## config.mk

```make
export PLATFORM = sky130hd
export DESIGN_NAME = adc_decimator
export DESIGN_NICKNAME = d
export VERILOG_FILES = /design/src/rtl/adc_decimator.sv
export SDC_FILE = /design/constraint.sdc
export NUM_CORES = 1
export LEC_CHECK = 0
export CAP_MARGIN = 20
export CORE_MARGIN = 3
export CORE_UTILIZATION = 36
export CTS_CLUSTER_DIAMETER = 200
export DETAILED_ROUTE_END_ITERATION = 7
export PLACE_DENSITY_LB_ADDON = 0.12
export SYNTH_ARGS = -nofsm -noshare
export SYNTH_HDL_FRONTEND = slang
export SYNTH_SLANG_ARGS = --single-unit
```

## constraint.sdc

```tcl
create_clock -name clk -period 5.8 [get_ports clk]
set_clock_uncertainty 0.15 [all_clocks]
set_input_delay 1.45 -clock clk [delete_from_list [all_inputs] [get_ports clk]]
set_output_delay 1.45 -clock clk [all_outputs]
set_load 0.02 [all_outputs]
```

## src/rtl/adc_decimator.sv

```systemverilog
// ---------------------------------------------------------------------------
// adc_decimator
//
// Boxcar decimator between the codec ADC and the adaptive filter chain.
// DECIM consecutive accepted input samples are summed, scaled by the
// fixed-point reciprocal RECIP / 2^RSHIFT, saturated to DATA_SIZE bits and
// presented on data_out together with a one-cycle sample strobe.
// A pending/overrun handshake with the downstream filter_end pulse flags
// outputs the filter chain did not finish in time.
//
// Pipeline:
//   stage 1 : phase counter + accumulator, final sum latched into sum_r
//   stage 2 : prod = sum_r * RECIP (exact, signed)
//   stage 3 : prod >>> RSHIFT, saturate, register into data_out
//
// Ports:
//   clk         in   single clock, rising edge
//   reset_n     in   asynchronous active-low reset
//   data_in     in   signed ADC sample, qualified by data_valid
//   data_valid  in   one input accepted per rising edge while high
//   filter_end  in   downstream finished the current sample (pulse)
//   clr_ovr     in   synchronous clear of overrun
//   data_out    out  signed decimated sample, held between strobes
//   sample      out  one-cycle strobe, high while data_out holds a new value
//   pending     out  an output was issued and filter_end has not arrived
//   overrun     out  sticky: a new output was issued while pending was high
//   out_cnt     out  number of outputs issued, wraps at 16 bits
// ---------------------------------------------------------------------------
module adc_decimator #(
    parameter int DATA_SIZE  = 24,
    parameter int DECIM      = 24,
    parameter int ACC_SIZE   = 29,
    parameter int RECIP      = 2731,
    parameter int RECIP_SIZE = 13,
    parameter int RSHIFT     = 16
) (
    input  logic                 clk,
    input  logic                 reset_n,
    input  logic [DATA_SIZE-1:0] data_in,
    input  logic                 data_valid,
    input  logic                 filter_end,
    input  logic                 clr_ovr,
    output logic [DATA_SIZE-1:0] data_out,
    output logic                 sample,
    output logic                 pending,
    output logic                 overrun,
    output logic [15:0]          out_cnt
);

    localparam int PH_W      = (DECIM > 1) ? $clog2(DECIM) : 1;
    localparam int PROD_SIZE = ACC_SIZE + RECIP_SIZE;

    localparam logic [PH_W-1:0] PH_LAST = PH_W'(DECIM - 1);
    localparam logic [PH_W-1:0] PH_ONE  = PH_W'(1);

    localparam logic signed [PROD_SIZE-1:0] RECIP_X = PROD_SIZE'(RECIP);

    // Saturation bounds expressed at product width so the compare is exact.
    localparam logic signed [PROD_SIZE-1:0] OUT_MAX =
        {{(PROD_SIZE-DATA_SIZE+1){1'b0}}, {(DATA_SIZE-1){1'b1}}};
    localparam logic signed [PROD_SIZE-1:0] OUT_MIN =
        {{(PROD_SIZE-DATA_SIZE+1){1'b1}}, {(DATA_SIZE-1){1'b0}}};

    logic [PH_W-1:0]               ph;
    logic signed [ACC_SIZE-1:0]    acc;
    logic signed [ACC_SIZE-1:0]    sum_r;
    logic signed [ACC_SIZE-1:0]    din_x;
    logic                          s1_vld;
    logic                          in_last;

    logic signed [PROD_SIZE-1:0]   sum_x;
    logic signed [PROD_SIZE-1:0]   prod;
    logic                          s2_vld;

    logic signed [PROD_SIZE-1:0]   q;
    logic [DATA_SIZE-1:0]          q_sat;

    // -----------------------------------------------------------------------
    // Stage 1: accumulate DECIM accepted inputs.
    // The final input of a block is folded straight into sum_r so the
    // accumulator is free to restart on the very next accepted input.
    // -----------------------------------------------------------------------
    assign din_x   = {{(ACC_SIZE-DATA_SIZE){data_in[DATA_SIZE-1]}}, data_in};
    assign in_last = data_valid && (ph == PH_LAST);

    always_ff @(posedge clk or negedge reset_n) begin
        if (!reset_n) begin
            ph     <= '0;
            acc    <= '0;
            sum_r  <= '0;
            s1_vld <= 1'b0;
        end else begin
            s1_vld <= in_last;
            if (data_valid) begin
                if (ph == PH_LAST) begin
                    sum_r <= acc + din_x;
                    ph    <= '0;
                end else begin
                    acc <= (ph == '0) ? din_x : (acc + din_x);
                    ph  <= ph + PH_ONE;
                end
            end
        end
    end

    // -----------------------------------------------------------------------
    // Stage 2: exact signed multiply by the reciprocal.
    // -----------------------------------------------------------------------
    assign sum_x = {{RECIP_SIZE{sum_r[ACC_SIZE-1]}}, sum_r};

    always_ff @(posedge clk or negedge reset_n) begin
        if (!reset_n) begin
            prod   <= '0;
            s2_vld <= 1'b0;
        end else begin
            s2_vld <= s1_vld;
            if (s1_vld) begin
                prod <= sum_x * RECIP_X;
            end
        end
    end

    // -----------------------------------------------------------------------
    // Stage 3: arithmetic shift (floor) and saturation to the output width.
    // -----------------------------------------------------------------------
    assign q = prod >>> RSHIFT;

    always_comb begin
        q_sat = q[DATA_SIZE-1:0];
        if (q > OUT_MAX) begin
            q_sat = {1'b0, {(DATA_SIZE-1){1'b1}}};
        end else if (q < OUT_MIN) begin
            q_sat = {1'b1, {(DATA_SIZE-1){1'b0}}};
        end
    end

    always_ff @(posedge clk or negedge reset_n) begin
        if (!reset_n) begin
            data_out <= '0;
            sample   <= 1'b0;
            out_cnt  <= '0;
        end else begin
            sample <= s2_vld;
            if (s2_vld) begin
                data_out <= q_sat;
                out_cnt  <= out_cnt + 16'd1;
            end
        end
    end

    // -----------------------------------------------------------------------
    // Downstream handshake, evaluated against the visible sample strobe.
    // A filter_end arriving in the strobe cycle retires the previous sample
    // just in time: no overrun, and pending now tracks the new sample.
    // When clr_ovr meets a fresh overrun, the set takes priority.
    // -----------------------------------------------------------------------
    always_ff @(posedge clk or negedge reset_n) begin
        if (!reset_n) begin
            pending <= 1'b0;
            overrun <= 1'b0;
        end else begin
            if (sample) begin
                pending <= 1'b1;
            end else if (filter_end) begin
                pending <= 1'b0;
            end

            if (sample && pending && !filter_end) begin
                overrun <= 1'b1;
            end else if (clr_ovr) begin
                overrun <= 1'b0;
            end
        end
    end

endmodule

```

==> flow_summary.toml, run 1 <==
[route]
wl_met2_mm = 13.0
top_layer = "met4"
ant_nets = 0
drc_errors = 0
first_pass_iters = 4
wl_per_cell_um = 15.2
vias_per_cell = 4.77
vias = 9386
first_iter_violations = 313
routed-wl-met3_um = 817
routed_wl_mm = 29.9
wl_met1_mm = 15.7

[place]
portBuffers = 71
globalplace.congestion = 0.873
hpwl_mm = 24.8

[worst_setup_path]
critical_path_class = "reg2reg"
rrSetupSlack_ns = 0.27
cp.required_ns = 5.97
critical_path.startpoint_type = "flop"
r2r_cells = 17
worstPathArrival_ns = 5.69
cp_max_fo = 6
end_kind = "flop"

[clocking]
cts_tree = "done"
cts_resized = 0
cts_buffer_depth = 2
cts_buffers = 17
clk_latency_ns = 0.43
cts-htree-levels = 4
path_clk_slew_ns = 0.06
cts_setup_buffers = 0
clock-sinks = 134
ctsHoldBuffers = 0
cts_root_buffer = "clkbuf_16"

[final_layout]
diodes = 0
syn2layout_area_growth_pct = 13.9
n_fill_cell = 3645
layout_common_cells = "inv_1, ha_1, fa_1"
final_nets = 1828
final_common_cell = "inv_1"
drive_gt1_share_pct = 6.26

[timing]
relSlewSlack_pct = 41.7
period_share_pct = 95.3
hold_viol = 0
rsz0062_at_grt = "no"
setup_viol = 0
slew_viol_final = 0
tns_ns = 0
max_freq_ghz = 0.181
worstMarginPinSlew_ns = 0.872
post-route-min-period_ns = 5.53

[synth]
yosysUniqueCellTypes = 58
synth_seq_cells = 134
netlist_area_mm2 = 0.0134
synthTopCellsByArea = "dfrtp_1, fa_1, ha_1, inv_1, nand2_1"
yosys.area.top_type = "dfrtp_1"
yosys_warnings = 0
syn_avg_cell_area_um2 = 9.47
async_flop_share_pct = 100
synth_fp_nets = 1759
yosysSeqAreaShare_pct = 24.9
synth_edf_count = 0
synth_top_cell_area_share_pct = 24.9
synth_flop_cell = "dfrtp_1"
synthCells = 1420

[global_routing]
grt_pass1_wl_mm = 51.2
grt_max_degree = 78
grt_overflow = 0
grtUsageTotal_pct = 16.1
antenna_found_initial = 0
grt_pass1_vias = 9915

[die]
die_area_mm2 = 0.0397
die_y_um = 199
io_pins = 72
die_w_um = 199
rows = 70
start_util_pct = 36.6
design.core.area_mm2 = 0.0367

[hold_path]
whs_path_depth = 1
min_path_type = "reg2reg"

[outcome]
status = "completed"

[job]
maxCapViolations = 0
-- cells in the mapped netlist (24+ instances only) --
library cell    n
a21o_1         37
o21ai_0        32
fa_1          137
dfrtp_1       134
a21oi_1        61
o21ai_1        33
xor2_1         28
xnor2_1        44
mux2_2         31
clkbuf_1       39
inv_1         301
o22ai_1        24
nand2_1       105
nor2_1         74
ha_1          173
-- flip-flops by register name, indices dropped and copies added, names as in the netlist --
signal	cells
acc	29
data_out	24
out_cnt	16
overrun	1
pending	1
ph	5
prod	26
s1_vld	1
s2_vld	1
sample	1
sum_r	29
-- path summary, 6_finish.rpt --
check | startpoint | to
min in group asynchronous | reset_n | prod[36]
worst min register to register | out_cnt[15] | out_cnt[15]
worst min-delay path | out_cnt[15] | out_cnt[15]
worst max-delay path | sum_r[9] | prod[31]
worst max register to register | sum_r[9] | prod[31]
max in group asynchronous | reset_n | sum_r[23]
-- area by class of cell --
type / instances / area [um2] / share of cell area [%]
tap: 468 / 586 / 3.82
clock inverter: 11 / 85.1 / 0.556
timing repair buffer: 90 / 875 / 5.71
inverter: 301 / 1130 / 7.38
sequential: 134 / 3350 / 21.9
multi-input combinational: 945 / 8830 / 57.7
clock buffer: 20 / 447 / 2.92
-- per-layer routing --
| layer | global-route usage, % | vias to the layer above |
|---|---|---|
| met5 | 0 | - |
| met4 | 3.75 | 0 |
| met3 | 2.55 | 22 |
| met2 | 24.8 | 115 |
| met1 | 23.7 | 4480 |
| li1 | - | 4769 |
-- cell families after synthesis --
logic type | count (synthesis) | synth area share [%]
adders and majority gates | 310 | 36.5
buffers and inverters | 341 | 9.52
DFF | 134 | 24.9
muxes | 34 | 2.82
and+or+nand+nor | 264 | 8.89
AOI/OAI and AO/OA | 265 | 12.6
xor gates and xnor gates | 72 | 4.69
-- critical path, cell delays in order (launching register included) --
cell and delay [ns]:
dfrtp_1 0.48, ha_1 0.35, inv_1 0.06, fa_1 0.51
inv_1 0.06, fa_1 0.53, fa_1 0.45, fa_1 0.49
ha_1 0.34, and4_1 0.21, and3_1 0.19, a31o_1 0.20
or3_1 0.38, o21ba_2 0.23, a21oi_2 0.25, o21ai_1 0.12
xor2_1 0.15, mux2_2 0.26
-- metrics by stage --
step	hold WS [ns]	cell area (um2)	util, %	setup slack, ns	cells
detailed placement	0.308	14800	40.2	0.216	1938
global placement	0.309	14700	40.1	0.239	1937
global route	0.352	15300	41.7	0.00676	1969
finish	0.316	15300	41.7	0.274	1969
floorplan	0.236	13400	-	0.544	1420
CTS	0.320	15300	41.7	0.180	1969
Power of run 1 is left out: the tool's default activity adds up to more than one toggle a clock period on the data nets, which glitch-free logic cannot reach.
==> run 2, diff against run 1 <==
--- a/config.mk
+++ b/config.mk
@@ -5,7 +5,9 @@
 export SDC_FILE = /design/constraint.sdc
 export NUM_CORES = 1
 export LEC_CHECK = 0
+export ABC_AREA = 1
 export CAP_MARGIN = 20
+export CORE_ASPECT_RATIO = 0.6
 export CORE_MARGIN = 3
 export CORE_UTILIZATION = 36
 export CTS_CLUSTER_DIAMETER = 200
==> flow_summary.toml, run 2 <==
[clocking]
cts_setup_buffers = 0
cts_tree = "done"
cts-htree-levels = 4
path_clk_slew_ns = 0.07
clk_latency_ns = 0.44
clock-sinks = 134
ctsHoldBuffers = 0
cts_root_buffer = "clkbuf_16"
cts_buffers = 17
cts_buffer_depth = 2
cts_resized = 0

[timing]
rsz0062_at_grt = "no"
slew_viol_final = 0
period_share_pct = 91.9
tns_ns = 0
max_freq_ghz = 0.188
setup_viol = 0
hold_viol = 0
worstMarginPinSlew_ns = 0.855
post-route-min-period_ns = 5.33
relSlewSlack_pct = 42.6

[route]
drc_errors = 0
first_iter_violations = 1214
vias_per_cell = 4.94
first_pass_iters = 5
vias = 12000
wl_per_cell_um = 17.1
ant_nets = 0
routed_wl_mm = 41.4

[worst_setup_path]
end_kind = "flop"
r2r_cells = 17
worstPathArrival_ns = 5.51
crit_cells = 17
worstSetupStartpoint = "sum_r[28]"
critical_path.startpoint_type = "flop"
cp_top_family = "adder cells"
slowest_delay_ns = 0.80
regToRegEndpoint = "prod[37]"
r2r-start = "sum_r[28]"
cp.required_ns = 5.99
path_buf_inv = 4
crit_path_end = "prod[37]"
critical_path_class = "reg2reg"
cp_max_fo = 16
crit_chain = "inv_1, fa_1, inv_1, fa_1, fa_1, inv_1, fa_1, inv_1, ha_1, a21oi_1, o21ai_0, a21oi_1, nor2_1, nor3_1, nand3b_1, nand3_1, nand2_1"
rrSetupSlack_ns = 0.47
cpMaxStageDelayCell = "dfrtp_1"

[final_layout]
multi_input_comb_area_mm2 = 0.00957
layout_common_cells = "nand2_1, inv_1, ha_1"
syn2layout_area_growth_pct = 13.2
final_nets = 2229
final_common_cell = "nand2_1"
drive_gt1_share_pct = 4.62
area.sequential_mm2 = 0.00335
n_fill_cell = 4038
reg_top3 = "acc x29, sum_r x29, prod x26"
diodes = 0

[synth]
synth_most_common_cell = "nand2_1"
synthTopCellsByCount = "nand2_1, inv_1, ha_1"
synth_compound_area_share_pct = 9.58
synthTopCellsByArea = "dfrtp_1, fa_1, ha_1, nand2_1, inv_1"
yosysUniqueCellTypes = 44
synthAdderAreaFrac_pct = 34.0
yosys_warnings = 0
yosys.area.top_type = "dfrtp_1"
synthCells = 1819
netlist_area_mm2 = 0.0144
synth_top_cell_area_share_pct = 23.3
syn_avg_cell_area_um2 = 7.92
synth_edf_count = 0
synth_simple_gate_area_share_pct = 20.3
synth_seq_cells = 134
synth_top_family_by_area = "adder cells"
synthXorXnorAreaFrac_pct = 2.48
async_flop_share_pct = 100
yosysSeqAreaShare_pct = 23.3
synth_mux_area_share_pct = 0
synth_flop_cell = "dfrtp_1"
synth_fp_nets = 2158

[place]
portBuffers = 71
hpwl_mm = 34.3
globalplace.congestion = 0.947

[die]
die_area_mm2 = 0.0426
io_pins = 72
die_w_um = 264
rows = 56
die_y_um = 161
design.core.area_mm2 = 0.0393
start_util_pct = 36.7

[global_routing]
grt_overflow = 0
grtUsageTotal_pct = 20.2
grt_pass1_vias = 11900
antenna_found_initial = 0
grt_max_degree = 62
grt_pass1_wl_mm = 67.7

[job]
maxCapViolations = 0

[outcome]
status = "completed"

[hold_path]
min_path_type = "reg2reg"
-- run 2: area by class of cell --
type | instances | area share, %
clock buffers | 17 | 2.61
clock inverters | 15 | 0.959
inverters | 367 | 8.45
repair buffers | 79 | 4.73
well taps | 522 | 4.00
multi-input cells | 1291 | 58.7
flip-flops and latches | 134 | 20.6
-- run 2: cells by family (layout without fill, tap and decap cells) --
group                    Yosys count  after routing
AND/OR/NAND/NOR                  683            683
adder cells (fa/ha/maj)          310            310
AO/OA/AOI/OAI                    258            258
XOR/XNOR                          40             40
flip-flops                       134            134
buffers and inverters            394            478
-- run 2: worst min path at each step --
stage | depth (start not counted) | startpoint | end
after floorplan | 0 | s1_vld | s2_vld
after global placement | 2 | prod[26] | prod[26]
after detailed placement | 1 | out_cnt[15] | out_cnt[15]
after CTS | 1 | out_cnt[15] | out_cnt[15]
after global routing | 1 | out_cnt[15] | out_cnt[15]
final | 1 | out_cnt[15] | out_cnt[15]
-- run 2: layer usage --
| layer | vias up | track usage, % | part of all wire, % |
|---|---|---|---|
| met2 | 344 | 25.5 | 36 |
| li1 | 5866 | - | - |
| met1 | 5758 | 34.0 | 55 |
| met5 | - | 0 | 0 |
| met4 | 0 | 3.55 | 0.97 |
| met3 | 23 | 4.64 | 7.2 |
-- run 2: worst register-to-register path, stage by stage, from the launching register on --
cell	delay, ns
dfrtp_1	0.80
inv_1	0.36
fa_1	0.61
inv_1	0.05
fa_1	0.46
fa_1	0.49
inv_1	0.05
fa_1	0.53
inv_1	0.04
ha_1	0.39
a21oi_1	0.25
o21ai_0	0.19
a21oi_1	0.26
nor2_1	0.07
nor3_1	0.24
nand3b_1	0.12
nand3_1	0.10
nand2_1	0.05
-- run 2: metrics by stage --
stage	hold slack [ns]	instance area, um2	std cells	utilization [%]	setup WS (ns)
CTS	0.328	16300	2425	41.5	0.525
global placement	0.320	15700	2393	40.0	0.571
detailed placement	0.315	15700	2393	40.0	0.529
floorplan	0.202	14400	1819	-	1.34
global route	0.348	16300	2425	41.5	0.179
finish	0.324	16300	2425	41.5	0.471
Power of run 2 is left out for the same reason.
